<file path="src/rtl/q4_pkg.sv">
`default_nettype none
// ============================================================================
//  Module      : q4_pkg
//  Description : Shared definitions for the q4 memory-access stage: access
//                size encodings (funct3), FSM state type, control width.
//  Revision    : 1.0 - initial release
// ============================================================================
package q4_pkg;

    localparam int CTRL_WIDTH_DEFAULT = 16;

    // funct3 access-size encodings; the 1xx forms exist for loads only
    localparam logic [2:0] F3_BYTE  = 3'b000;
    localparam logic [2:0] F3_HALF  = 3'b001;
    localparam logic [2:0] F3_WORD  = 3'b010;
    localparam logic [2:0] F3_BYTEU = 3'b100;
    localparam logic [2:0] F3_HALFU = 3'b101;

    // Bus transaction FSM
    typedef enum logic [1:0] {
        ST_IDLE = 2'd0,
        ST_REQ  = 2'd1,
        ST_RESP = 2'd2
    } state_t;

endpackage
`default_nettype wire

</file>
<file path="src/rtl/q4_mem_access_lsu_align.sv">
`default_nettype none
// ============================================================================
//  Module      : lsu_align
//  Description : Combinational load/store alignment: byte enables and store
//                lane steering, misalign/illegal detection, load lane select
//                with sign or zero extension.
//  Revision    : 1.0 - initial release
// ============================================================================
module lsu_align
    import q4_pkg::*;
(
    input  logic [1:0]  byte_off,
    input  logic [2:0]  funct3,
    input  logic        is_store,
    input  logic [31:0] store_data,
    input  logic [31:0] rdata,
    output logic [3:0]  be,
    output logic [31:0] wdata,
    output logic        misaligned,
    output logic        illegal,
    output logic [31:0] load_data
);

    logic [7:0]  lane_byte;
    logic [15:0] lane_half;

    // Store side: byte enables, replicated write data and access legality
    always_comb begin
        be         = 4'b0000;
        wdata      = store_data;
        misaligned = 1'b0;
        illegal    = 1'b0;
        case (funct3)
            F3_BYTE, F3_BYTEU: begin
                be    = 4'b0001 << byte_off;
                wdata = {4{store_data[7:0]}};
            end
            F3_HALF, F3_HALFU: begin
                be         = 4'b0011 << {byte_off[1], 1'b0};
                wdata      = {2{store_data[15:0]}};
                misaligned = byte_off[0];
            end
            F3_WORD: begin
                be         = 4'b1111;
                misaligned = |byte_off;
            end
            default: illegal = 1'b1;
        endcase
        // Unsigned variants are meaningless for stores
        if (is_store && funct3[2]) begin
            illegal = 1'b1;
        end
    end

    // Load side: pick the addressed lane, then extend to 32 bits
    always_comb begin
        case (byte_off)
            2'd0:    lane_byte = rdata[7:0];
            2'd1:    lane_byte = rdata[15:8];
            2'd2:    lane_byte = rdata[23:16];
            default: lane_byte = rdata[31:24];
        endcase
        lane_half = byte_off[1] ? rdata[31:16] : rdata[15:0];
        case (funct3)
            F3_BYTE:  load_data = {{24{lane_byte[7]}}, lane_byte};
            F3_BYTEU: load_data = {24'd0, lane_byte};
            F3_HALF:  load_data = {{16{lane_half[15]}}, lane_half};
            F3_HALFU: load_data = {16'd0, lane_half};
            F3_WORD:  load_data = rdata;
            default:  load_data = 32'd0;
        endcase
    end

endmodule
`default_nettype wire

</file>
<file path="src/rtl/q4_mem_access.sv">
`default_nettype none
// ============================================================================
//  Module      : q4_mem_access
//  Description : Memory-access pipeline stage. Issues loads/stores on a
//                req/gnt/rvalid bus, stalls upstream while a transaction is
//                outstanding, and registers results toward writeback.
//  Revision    : 1.0 - initial release
// ============================================================================
module q4_mem_access
    import q4_pkg::*;
#(
    parameter int CTRL_WIDTH = CTRL_WIDTH_DEFAULT
) (
    input  logic                  clk,
    input  logic                  rst_n,
    input  logic [31:0]           pc_next_i,
    input  logic [31:0]           alu_out_i,
    input  logic [31:0]           reg_rd_data2_i,
    input  logic [4:0]            reg_wr_port_i,
    input  logic [CTRL_WIDTH-1:0] ctrl_q4_i,
    input  logic                  mem_rd_i,
    input  logic                  mem_wr_i,
    input  logic [2:0]            funct3_i,
    output logic                  dmem_req_o,
    output logic                  dmem_we_o,
    output logic [31:0]           dmem_addr_o,
    output logic [3:0]            dmem_be_o,
    output logic [31:0]           dmem_wdata_o,
    input  logic                  dmem_gnt_i,
    input  logic                  dmem_rvalid_i,
    input  logic [31:0]           dmem_rdata_i,
    output logic                  stall_o,
    output logic [31:0]           pc_next_o,
    output logic [31:0]           alu_out_o,
    output logic [31:0]           mem_data_o,
    output logic [4:0]            reg_wr_port_o,
    output logic [CTRL_WIDTH-1:0] ctrl_q4_o,
    output logic                  fault_o
);

    state_t      state;
    state_t      state_next;
    logic        memop;
    logic        is_store;
    logic        is_load;
    logic        misaligned;
    logic        illegal;
    logic        fault;
    logic        req;
    logic        complete;
    logic        stall;
    logic [31:0] load_data;

    // A store wins when both load and store are flagged
    assign memop    = mem_rd_i | mem_wr_i;
    assign is_store = mem_wr_i;
    assign is_load  = mem_rd_i & ~mem_wr_i;
    assign fault    = memop & (misaligned | illegal);

    lsu_align u_align (
        .byte_off   (alu_out_i[1:0]),
        .funct3     (funct3_i),
        .is_store   (is_store),
        .store_data (reg_rd_data2_i),
        .rdata      (dmem_rdata_i),
        .be         (dmem_be_o),
        .wdata      (dmem_wdata_o),
        .misaligned (misaligned),
        .illegal    (illegal),
        .load_data  (load_data)
    );

    assign dmem_we_o   = mem_wr_i;
    assign dmem_addr_o = {alu_out_i[31:2], 2'b00};

    // Request and stall are forced low while reset is asserted
    assign stall      = memop & ~fault & ~complete;
    assign dmem_req_o = rst_n & req;
    assign stall_o    = rst_n & stall;

    // FSM state register
    always_ff @(posedge clk or negedge rst_n) begin
        if (!rst_n) begin
            state <= ST_IDLE;
        end else begin
            state <= state_next;
        end
    end

    // FSM next state, bus request and transaction completion
    always_comb begin
        state_next = state;
        req        = 1'b0;
        complete   = 1'b0;
        case (state)
            ST_IDLE: begin
                if (memop && !fault) begin
                    req = 1'b1;
                    if (dmem_gnt_i) begin
                        if (is_store) begin
                            complete = 1'b1;
                        end else begin
                            state_next = ST_RESP;
                        end
                    end else begin
                        state_next = ST_REQ;
                    end
                end
            end
            ST_REQ: begin
                req = 1'b1;
                if (dmem_gnt_i) begin
                    if (is_store) begin
                        complete   = 1'b1;
                        state_next = ST_IDLE;
                    end else begin
                        state_next = ST_RESP;
                    end
                end
            end
            ST_RESP: begin
                // gnt is meaningless here; only the read response matters
                if (dmem_rvalid_i) begin
                    complete   = 1'b1;
                    state_next = ST_IDLE;
                end
            end
            default: state_next = ST_IDLE;
        endcase
    end

    // Memory-to-writeback register: bubble while stalled, squash on fault
    always_ff @(posedge clk or negedge rst_n) begin
        if (!rst_n) begin
            pc_next_o     <= 32'd0;
            alu_out_o     <= 32'd0;
            mem_data_o    <= 32'd0;
            reg_wr_port_o <= 5'd0;
            ctrl_q4_o     <= '0;
            fault_o       <= 1'b0;
        end else if (stall) begin
            pc_next_o     <= 32'd0;
            alu_out_o     <= 32'd0;
            mem_data_o    <= 32'd0;
            reg_wr_port_o <= 5'd0;
            ctrl_q4_o     <= '0;
            fault_o       <= 1'b0;
        end else if (fault) begin
            pc_next_o     <= pc_next_i;
            alu_out_o     <= alu_out_i;
            mem_data_o    <= 32'd0;
            reg_wr_port_o <= 5'd0;
            ctrl_q4_o     <= '0;
            fault_o       <= 1'b1;
        end else begin
            pc_next_o     <= pc_next_i;
            alu_out_o     <= alu_out_i;
            mem_data_o    <= is_load ? load_data : 32'd0;
            reg_wr_port_o <= reg_wr_port_i;
            ctrl_q4_o     <= ctrl_q4_i;
            fault_o       <= 1'b0;
        end
    end

endmodule
`default_nettype wire

</file>
<file path="config.mk">
export PLATFORM = sky130hd
export DESIGN_NAME = q4_mem_access
export DESIGN_NICKNAME = d
export VERILOG_FILES = /design/src/rtl/q4_pkg.sv /design/src/rtl/q4_mem_access_lsu_align.sv /design/src/rtl/q4_mem_access.sv
export SDC_FILE = /design/constraint.sdc
export NUM_CORES = 1
export LEC_CHECK = 0
export CELL_PAD_IN_SITES_DETAIL_PLACEMENT = 1
export CELL_PAD_IN_SITES_GLOBAL_PLACEMENT = 2
export CORE_ASPECT_RATIO = 0.9
export CORE_MARGIN = 3
export CORE_UTILIZATION = 19
export DETAILED_ROUTE_END_ITERATION = 16
export PLACE_DENSITY_LB_ADDON = 0.1
export SLEW_MARGIN = 20
export SYNTH_ARGS = -nofsm -noshare
export SYNTH_HDL_FRONTEND = slang
export SYNTH_HIERARCHICAL = 1
export SYNTH_SLANG_ARGS = --single-unit
</file>
<file path="constraint.sdc">
create_clock -name clk -period 1.8 [get_ports clk]
set_input_delay 0.18 -clock clk [delete_from_list [all_inputs] [get_ports clk]]
set_output_delay 0.18 -clock clk [all_outputs]
set_load 0.01 [all_outputs]
</file>
After elaboration in Yosys (flattened, before gate mapping):

Index checks and enable logic that the tools add are counted.

* flip-flop bits (word level): 120
* latch bits: 0
* RAM bits: 0
* bits in read-only memories: 0
* bits of input ports: 158
* output and inout bits: 189
* logic and storage cells: 76
* memories kept: 0

* $add $sub $neg: 0
* multipliers: 0
* div/mod/pow operators: 0
* order comparisons: 0
* equal/unequal tests: 12
* shifts and indexed selects: 2
* mux-type cells: 33
* bitwise operators: 11
* reductions and logical operators: 11

Operator list (number)
* 32-bit 2-to-1 mux: 5
* 32-bit one-hot mux with 5 select lines: 1
* 32-bit one-hot mux with 2 select lines: 1
* 16-bit 2-to-1 mux: 3
* 8-bit one-hot mux with 3 select lines: 1
* 2-bit 2-to-1 mux: 6
* 4-bit one-hot mux with 3 select lines: 1
* 5-bit 2-to-1 mux: 2
* 1-bit 2-to-1 mux: 9
* 1-bit bitwise AND: 6
* 3-bit == test (second input constant): 2
* 2-bit inequality test (second input constant): 3
* 2-bit one-hot mux with 3 select lines: 1
* 2-bit OR reduction: 3
* 5-bit OR reduction: 1
* 2-bit by 1-bit == test with 1-bit output (second input constant): 2
* 2-bit == test (second input constant): 2
* 2-bit zero test: 2
* 1-bit one-hot mux with 2 select lines: 2
* 4-bit AND reduction: 1
* 1-bit by 2-bit << shifter with 4-bit output (first input constant): 1
* 2-bit by 2-bit << shifter with 4-bit output (first input constant): 1
* 3-bit by 1-bit == test with 1-bit output (second input constant): 1
* 3-bit by 2-bit == test with 1-bit output (second input constant): 1
* other kinds (7): 11

Longest topological paths before layout:

Gate-level depths: netlist of run 1.

* depth after elaboration: 13
* depth in mapped cells: 10
* gate-level depth less buffers: 6

Hierarchy:

Netlist of run 1, hierarchy kept.

By module, submodules not included
* q4_mem_access: times used 1, cells each 304, area each 4257.8 µm², sequential area each 3002.9 µm²
* lsu_align: times used 1, cells each 183, area each 1295.0 µm², sequential area each 0.0 µm²

Least setup slack after synthesis of run 1:

Ideal clock, no wire load.

* path kind: in2out
* from: input port alu_out_i[1]
* to: output port stall_o
* arrival: 1.759 ns
* data required time: 1.620 ns
* slack: -0.139 ns
* stages: 8
* path buffers: 3
* cells stage by stage: buf_2 > clkbuf_1 > o21ai_0 > o21ai_0 > nor2_1 > nand4_4 > clkbuf_1 > nor2_1

* word-level cells in the longest chain between the ends: 11
* elaborated cells on any way between the ends: 13
* those cells by class: mux: 3; bitwise: 7; reduce/logical: 3

RTL lines
* start: declaration: RTL line q4_mem_access.sv:17 `input logic [31:0] alu_out_i,`
* 2-bit OR reduction (*): RTL line q4_mem_access_lsu_align.sv:45 `misaligned = |byte_off;`
* 1-bit one-hot mux with 2 select lines (*): RTL line q4_mem_access_lsu_align.sv:33 `case (funct3)`
* net misaligned: RTL line q4_mem_access.sv:46 `logic misaligned;`
* 1-bit bitwise OR (*): RTL line q4_mem_access.sv:58 `assign fault = memop & (misaligned | illegal);`
* 1-bit bitwise AND (*): RTL line q4_mem_access.sv:58
* 1-bit zero test: RTL line q4_mem_access.sv:97 `if (memop && !fault) begin`
* 1-bit logical AND: RTL line q4_mem_access.sv:97
* 1-bit 2-to-1 mux: RTL line q4_mem_access.sv:97
* 1-bit one-hot mux with 3 select lines: RTL line q4_mem_access.sv:95 `case (state)`
* 1-bit NOT: RTL line q4_mem_access.sv:77 `assign stall = memop & ~fault & ~complete;`
* 1-bit bitwise AND (*): RTL line q4_mem_access.sv:77
* 1-bit bitwise AND (*): RTL line q4_mem_access.sv:79 `assign stall_o = rst_n & stall;`
* end: declaration: RTL line q4_mem_access.sv:32 `output logic stall_o,`

The timed path passes the listed nets; every way through them passes the cells marked *.

Worst setup path after layout of run 1:

* from: input port funct3_i[1]
* to: output port dmem_wdata_o[9]

* word-level cells in the longest chain between the ends: 3
* elaborated cells on any way between the ends: 7
* those cells by class: eq/ne: 3; mux: 1; reduce/logical: 3

RTL lines
* start: declaration: RTL line q4_mem_access.sv:23 `input logic [2:0] funct3_i,`
* 3-bit by 1-bit == test with 1-bit output, or another cell as far along: RTL line q4_mem_access_lsu_align.sv:33
* 2-bit OR reduction: RTL line q4_mem_access_lsu_align.sv:33
* 32-bit one-hot mux with 2 select lines (*): RTL line q4_mem_access_lsu_align.sv:33
* end: declaration: RTL line q4_mem_access.sv:28 `output logic [31:0] dmem_wdata_o,`

Mark *: on every way between the ends. The rest lies on a longest branch, timed or not.

==> results of run 1 <==
-- worst paths after layout --
check | start | to | slack [ns] | depth (start not counted)
max in group asynchronous | rst_n | mem_data_o[31] | 0.77 | 3
min in group asynchronous | rst_n | state[0] | 0.39 | 3
min | pc_next_i[20] | pc_next_o[20] | 0.33 | 2
min reg2reg | state[1] | state[0] | 0.53 | 1
max reg2reg | state[1] | mem_data_o[8] | 0.24 | 5
max | funct3_i[1] | dmem_wdata_o[9] | 0.07 | 6
-- per-stage QoR --
stage,utilization,std cells,cell area [um^2],hold WS [ns],setup slack [ns]
2_1_floorplan,-,488,5560,-0.116,0.00981
3_3_place_gp,0.329,1181,9350,0.341,-0.604
3_5_place_dp,0.329,1181,9350,0.340,-0.663
4_1_cts,0.353,1216,10000,0.298,0.00119
5_1_grt,0.354,1216,10000,0.309,-0.0000705
6_report,0.354,1217,10000,0.328,0.0723
-- cells by family after synthesis --
group,Yosys count,synth area share
mux,47,0.0940
other cells,1,0.000675
buf+inv,83,0.0933
flops,120,0.541
compound gates,78,0.0854
simple gates,158,0.186
-- power groups by stage --
stage	clock [mW]	combinational [mW]	sequential, mW
after global routing	3.96	2.05	2.97
after global placement	0	1.92	2.99
after CTS	3.85	1.94	2.95
after detailed placement	0	1.93	3.00
after floorplan	0	0.621	3.09
final	3.71	1.89	2.95
-- synthesized netlist by cell type --
library cell	n	area, um^2
dfrtp_1	120	3000
and3_1	53	332
and2_1	44	275
o21ai_0	44	220
buf_4	41	308
mux2_2	31	349
a22oi_1	24	180
and2_4	20	175
clkbuf_1	20	75.1
nand2_1	19	71.3
mux2i_1	15	150
buf_2	6	30.0
clkbuf_2	6	30.0
nor2_1	6	22.5
buf_6	5	56.3
inv_1	5	18.8
a21oi_1	2	10.0
nand3_1	2	10.0
nand3b_1	2	15.0
nor3_1	2	10.0
nor3b_2	2	25.0
o211ai_1	2	15.0
a21o_1	1	7.51
a22o_1	1	8.76
conb_1	1	3.75
mux4_2	1	22.5
nand2b_4	1	13.8
nand4_4	1	21.3
nor2_2	1	6.26
nor2b_1	1	6.26
nor3b_1	1	7.51
nor4b_4	1	23.8
o21a_1	1	7.51
o21ai_2	1	8.76
o31ai_1	1	7.51
o41ai_1	1	8.76
or2_4	1	8.76
or3b_2	1	8.76
-- repair_timing --
action | CTS | global route
gates cloned | 0 | 0
hold buffers | 1 | 0
gates resized for setup | 30 | 12
setup endpoints to repair | 30 | 17
setup buffers | 2 | 0
endpoints found under the hold margin | 120 | 0
pin swaps | 2 | 0
-- registers in the layout, summed over array words and instances (netlist names) --
register,cells
pc_next_o,32
reg_wr_port_o,5
state,2
ctrl_q4_o,16
alu_out_o,32
mem_data_o,32
fault_o,1
-- routing by layer --
layer,vias to the layer above,share of wire,global-route usage
met3,23,0.084,0.0488
met1,2431,0.39,0.162
li1,2278,-,-
met5,-,0.00031,0
met4,2,0.017,0.0424
met2,229,0.50,0.245
-- area by class of cell --
cell class	instances	area, um^2
Multi-Input combinational cell	285	2060
Antenna cell	1	2.50
Inverter	5	18.8
Sequential cell	120	3000
Clock buffer	19	443
Tap cell	390	488
Clock inverter	13	193
Timing Repair Buffer	384	3830
Fill cell	3110	18300
-- worst max-delay path, stage by stage --
cell	delay (ns)
dlygate4sd2_1	0.29
buf_4	0.15
nor2_2	0.15
buf_12	0.15
mux2_2	0.33
dlygate4sd2_1	0.28
==> results.md, run 1 <==
* Commonest non-fill, non-tap cell in the layout: clkdlybuf4s50_1
* Sw frac at 0.255
* Core Footprint at 0.0284 mm^2
* Worst EP required at between 1.5 and 2 ns
* Wirelength per Cell at 18.3 um
* Initial Utilization at 0.196
* CTS root buf: clkbuf_16
* Most frequent cells in the layout: 316 x clkdlybuf4s50_1, 120 x dfrtp_1, 53 x and3_1
* CTS Sinks at 120
* DIE HEIGHT at around 170 um
* Remaining antenna violation count after routing at 0
* Clock-pin slew on the worst setup and hold paths at about 0.06 ns
* Total number of vias at just under 5k
* Fin Setup TNS at 0 ns
* Row Count at a little under 60
* Slew at the pin closest to its max-slew limit at ~0.75 ns
* Hold Path Class: in -> reg
* Final Hold Vio Count at 0
* Yosys Warn Count at 6
* Clock power share at 0.434
* H-tree depth at 4
* Largest net degree at the start of global routing at 121
* Maximum vdd drop at between 0.0006 and 0.0007 V
* Fin nets at approximately 970
* Port Buf Inserts at 344
* Final worst clock skew at 0.00648 ns
* Run status: complete, no violations
* Full die area at about 0.031 mm^2
* Worst Path Max Fanout at 9
* Final WL at between 20 and 25 mm
* GR Overflow Total at 0
* Total CTS buffers at 17
* Post-synthesis cell type count at 38
* Mapped Cells at just under 500
* First-pass GRT wire length at 33.6 mm
* PwrDens at 850 mW/mm^2
* First-pass DRT Iterations at 5
* Internal at ~6.4 mW
* Gr usage total at 0.141
* Sequential power share at 0.345
* Worst Path Arrival at ~1.6 ns
* Syn_area_per_cell at between 10 and 15 um^2
* Switching power total at between 2 and 2.5 mW
* Syn-to-layout area delta at 80.9%
* Sequential area share after synthesis at 0.541
* FF+latch count, synth at between 100 and 150
* Residual DRC at 0
* Dpl hpwl at between 15 and 20 mm
* CTS tree: yes
* Critical path capture point type: output pin
* Total Power at approximately 8.5 mW
* Comb power frac at 0.221
* Share of cells above drive strength 1 at 0.167
* Relative slew slack at 0.501
* Leak pwr at about 4.5 nW
* RSZ-0062 raised after global routing: true
* Final Wtd Congestion at between 0.7 and 0.8
* Initial DRC count at 168
* Mapped cell area at roughly 0.0056 mm^2
* CTS Buffer Depth at 2
* Final setup vio count at 0
* Startpoint types: primary input
* Initial antenna violation count at 2
* Tmin final at 1.73 ns
* Worst skew pair latency at slightly above 0.4 ns
* Vias/cell at 4.08
* Max Cap Viol at 0
* Final number of max-transition violations at 0
* Die width at 186 um
* Critical path type: in -> out
* Vias in the first global route at between 5k and 6k
* Peak Freq at 579 MHz
* I/O pins at about 350
* Part of the cycle the worst path needs at 0.960
(Power assumes the default switching activity.)
==> run 2: changes to the inputs <==
CAP_MARGIN = 10   (was unset)
==> results of run 2 <==
Final layout, timing and power as in run 1 (identical DEF).
==> run 3: changes to the inputs <==
PLACE_DENSITY_LB_ADDON = 0.05   (was 0.1)
==> run 3 against run 2 <==
- setup slack gained 0.00085 ns
- clock power shrank 6.5%
- clock skew is essentially flat
- utilization grew 0.25 points
- critical path type unchanged
- combinational power is essentially flat
==> results.md, run 3 (synthesis results as in run 1) <==
* Run status: complete, no violations
* GR Overflow Total at 0
* Full die area at ~0.031 mm^2
* H-tree depth at 4
* Relative slew slack at 0.523
* Final worst clock skew at around 0.0066 ns
* Part of the cycle the worst path needs at 0.959
* WP buf/inv at 2
* Commonest non-fill, non-tap cell in the layout: clkdlybuf4s50_1
* Final WL at between 20 and 25 mm
* Die width at roughly 190 um
* CTS Sinks at 120
* First-pass GRT wire length at 33.1 mm
* Startpoint types: primary input
* Remaining antenna violation count after routing at 0
* Initial DRC count at approximately 170
* Worst path max stage delay at 0.58 ns
* Initial Utilization at 0.196
* Reg2Reg Launch Point: state[1]
* GR Util met2 at 0.239
* Port Buf Inserts at between 300 and 400
* Worst skew pair latency at roughly 0.42 ns
* Residual DRC at 0
* Worst Path Arrival at around 1.6 ns
* CTS tree: yes
* Regs by FF count: alu_out_o x32, mem_data_o x32, pc_next_o x32
* Reg-to-reg endpoint: mem_data_o[30]
* Maximum vdd drop at 0.000587 V
* Vias/cell at ~4.0
* GR Util met3 at 0.0603
* Slack of the critical path at 0.0732 ns
* Vias in the first global route at 5531
* Total CTS buffers at 17
* Fin Setup TNS at 0 ns
* Hold endpoint: alu_out_o[0]
* Final number of max-transition violations at 0
* Syn-to-layout area delta at 82.1%
* CTS root buf: clkbuf_16
* Slew at the pin closest to its max-slew limit at around 0.72 ns
* Share of cells above drive strength 1 at 0.174
* Delay-heaviest family, CP: buffers and inverters
* Slowest CP cell: clkdlybuf4s50_1
* Global route hottest layer: met2
* Most Frequent Cell on Critical Path: clkdlybuf4s50_1
* Placed insts at around 1.2k
* RSZ-0062 raised after global routing: false
* Row Count at 58
* Total Power at between 8 and 9 mW
* Largest net degree at the start of global routing at around 120
* First-pass DRT Iterations at 4
* Wirelength per Cell at roughly 18 um
* Hold Path Class: in -> reg
* PwrDens at approximately 820 mW/mm^2
* CTS Buffer Depth at 2
* Cell chain of the critical path: clkdlybuf4s50_1, mux2i_1, o21ai_0, clkdlybuf4s50_1
* Final setup vio count at 0
* Fin nets at a little under 1k
* Final Wtd Congestion at 0.748
* Worst Path Max Fanout at 4
* Met1 Track Usage GR at 0.157
* R2R Setup Slk at between 0.3 and 0.4 ns
* Peak Freq at approximately 580 MHz
* DIE HEIGHT at 168 um
* Gr usage total at 0.140
* Most frequent cells in the layout: 317 x clkdlybuf4s50_1, 120 x dfrtp_1, 53 x and3_1
* Core Footprint at approximately 0.028 mm^2
* Max Cap Viol at 0
* Total number of vias at about 4.9k
* Hold depth at 3
* Worst EP required at 1.62 ns
* R2r worst-path depth at 5
* I/O pins at between 300 and 400
* Final cell count without fillers at 1224
* Tmin final at roughly 1.7 ns
* Critical path type: in -> out
* Clock-pin slew on the worst setup and hold paths at around 0.05 ns
* Critical path capture point type: output pin
* Leak pwr at between 4 and 5 nW
* Dpl hpwl at 16.8 mm
* Final Hold Vio Count at 0
* Initial antenna violation count at 3
* Min-delay src: alu_out_i[0]
* Worst slack at placement at -0.556 ns
run 3: cell count changes in the layout (fill, tap and decap cells not counted), moves of 2 or more:
cell            previous run  this run
buf_6                      3         1
buf_12                     7        10
dlymetal6s2s_1             7        10
inv_6                      3         0
buf_4                     29        35
dlygate4sd2_1             18        12
clkinv_2                   1         4
run 3: through the flow:
stage | hold slack, ns | util | area (um^2)
6_report | 0.265 | 0.356 | 10100
5_1_grt | 0.276 | 0.356 | 10100
4_1_cts | 0.289 | 0.356 | 10100
3_5_place_dp | 0.338 | 0.333 | 9440
3_3_place_gp | 0.331 | 0.333 | 9440
2_1_floorplan | -0.116 | - | 5560
run 3: power breakdown:
group	internal (mW)	leakage (nW)	switching, mW
clock	2.21	0.290	1.26
combinational	1.12	2.71	0.783
sequential	2.89	1.54	0.0559
run 3: worst max path at each step:
stage                            startpoint               end  slack [ns]  cells after the start
after floorplan                alu_out_i[1]           stall_o        0.01                      8
after global placement          funct3_i[1]        dmem_req_o       -0.57                      8
after detailed placement        funct3_i[1]        dmem_req_o       -0.56                      8
after CTS                       funct3_i[2]        dmem_req_o       -0.09                      8
after global routing               mem_wr_i           stall_o      0.0004                      8
final                     reg_rd_data2_i[2]  dmem_wdata_o[26]        0.07                      4
run 3: layout make-up:
cell class | count | area [um^2]
Clock buffer | 20 | 447
Multi-Input combinational cell | 285 | 2060
Sequential cell | 120 | 3000
Clock inverter | 12 | 151
Inverter | 5 | 18.8
Timing Repair Buffer | 391 | 3950
Antenna cell | 1 | 2.50
Fill cell | 3103 | 18300
Tap cell | 390 | 488
run 3: worst register-to-register path, cell delays in order, from the launching register on:
cell and delay, ns:
dfrtp_1 0.42, nand3b_1 0.21, nand4_4 0.12, buf_4 0.13, buf_12 0.27, and3_1 0.26
run 3: metal layers:
| metal | share of wire | routed length (um) |
|---|---|---|
| met5 | 0.00059 | 13 |
| met4 | 0.015 | 337 |
| met3 | 0.092 | 2030 |
| met2 | 0.51 | 11100 |
| met1 | 0.39 | 8440 |
run 3: what timing repair did:
| action | in CTS | in global routing |
|---|---|---|
| setup endpoints to repair | 30 | 16 |
| pin swaps | 1 | 4 |
| hold endpoints to repair | 120 | 0 |
| buffers inserted | 1 | 0 |
| gates cloned | 1 | 0 |
| gates resized for setup | 26 | 18 |
| hold buffers | 1 | 0 |
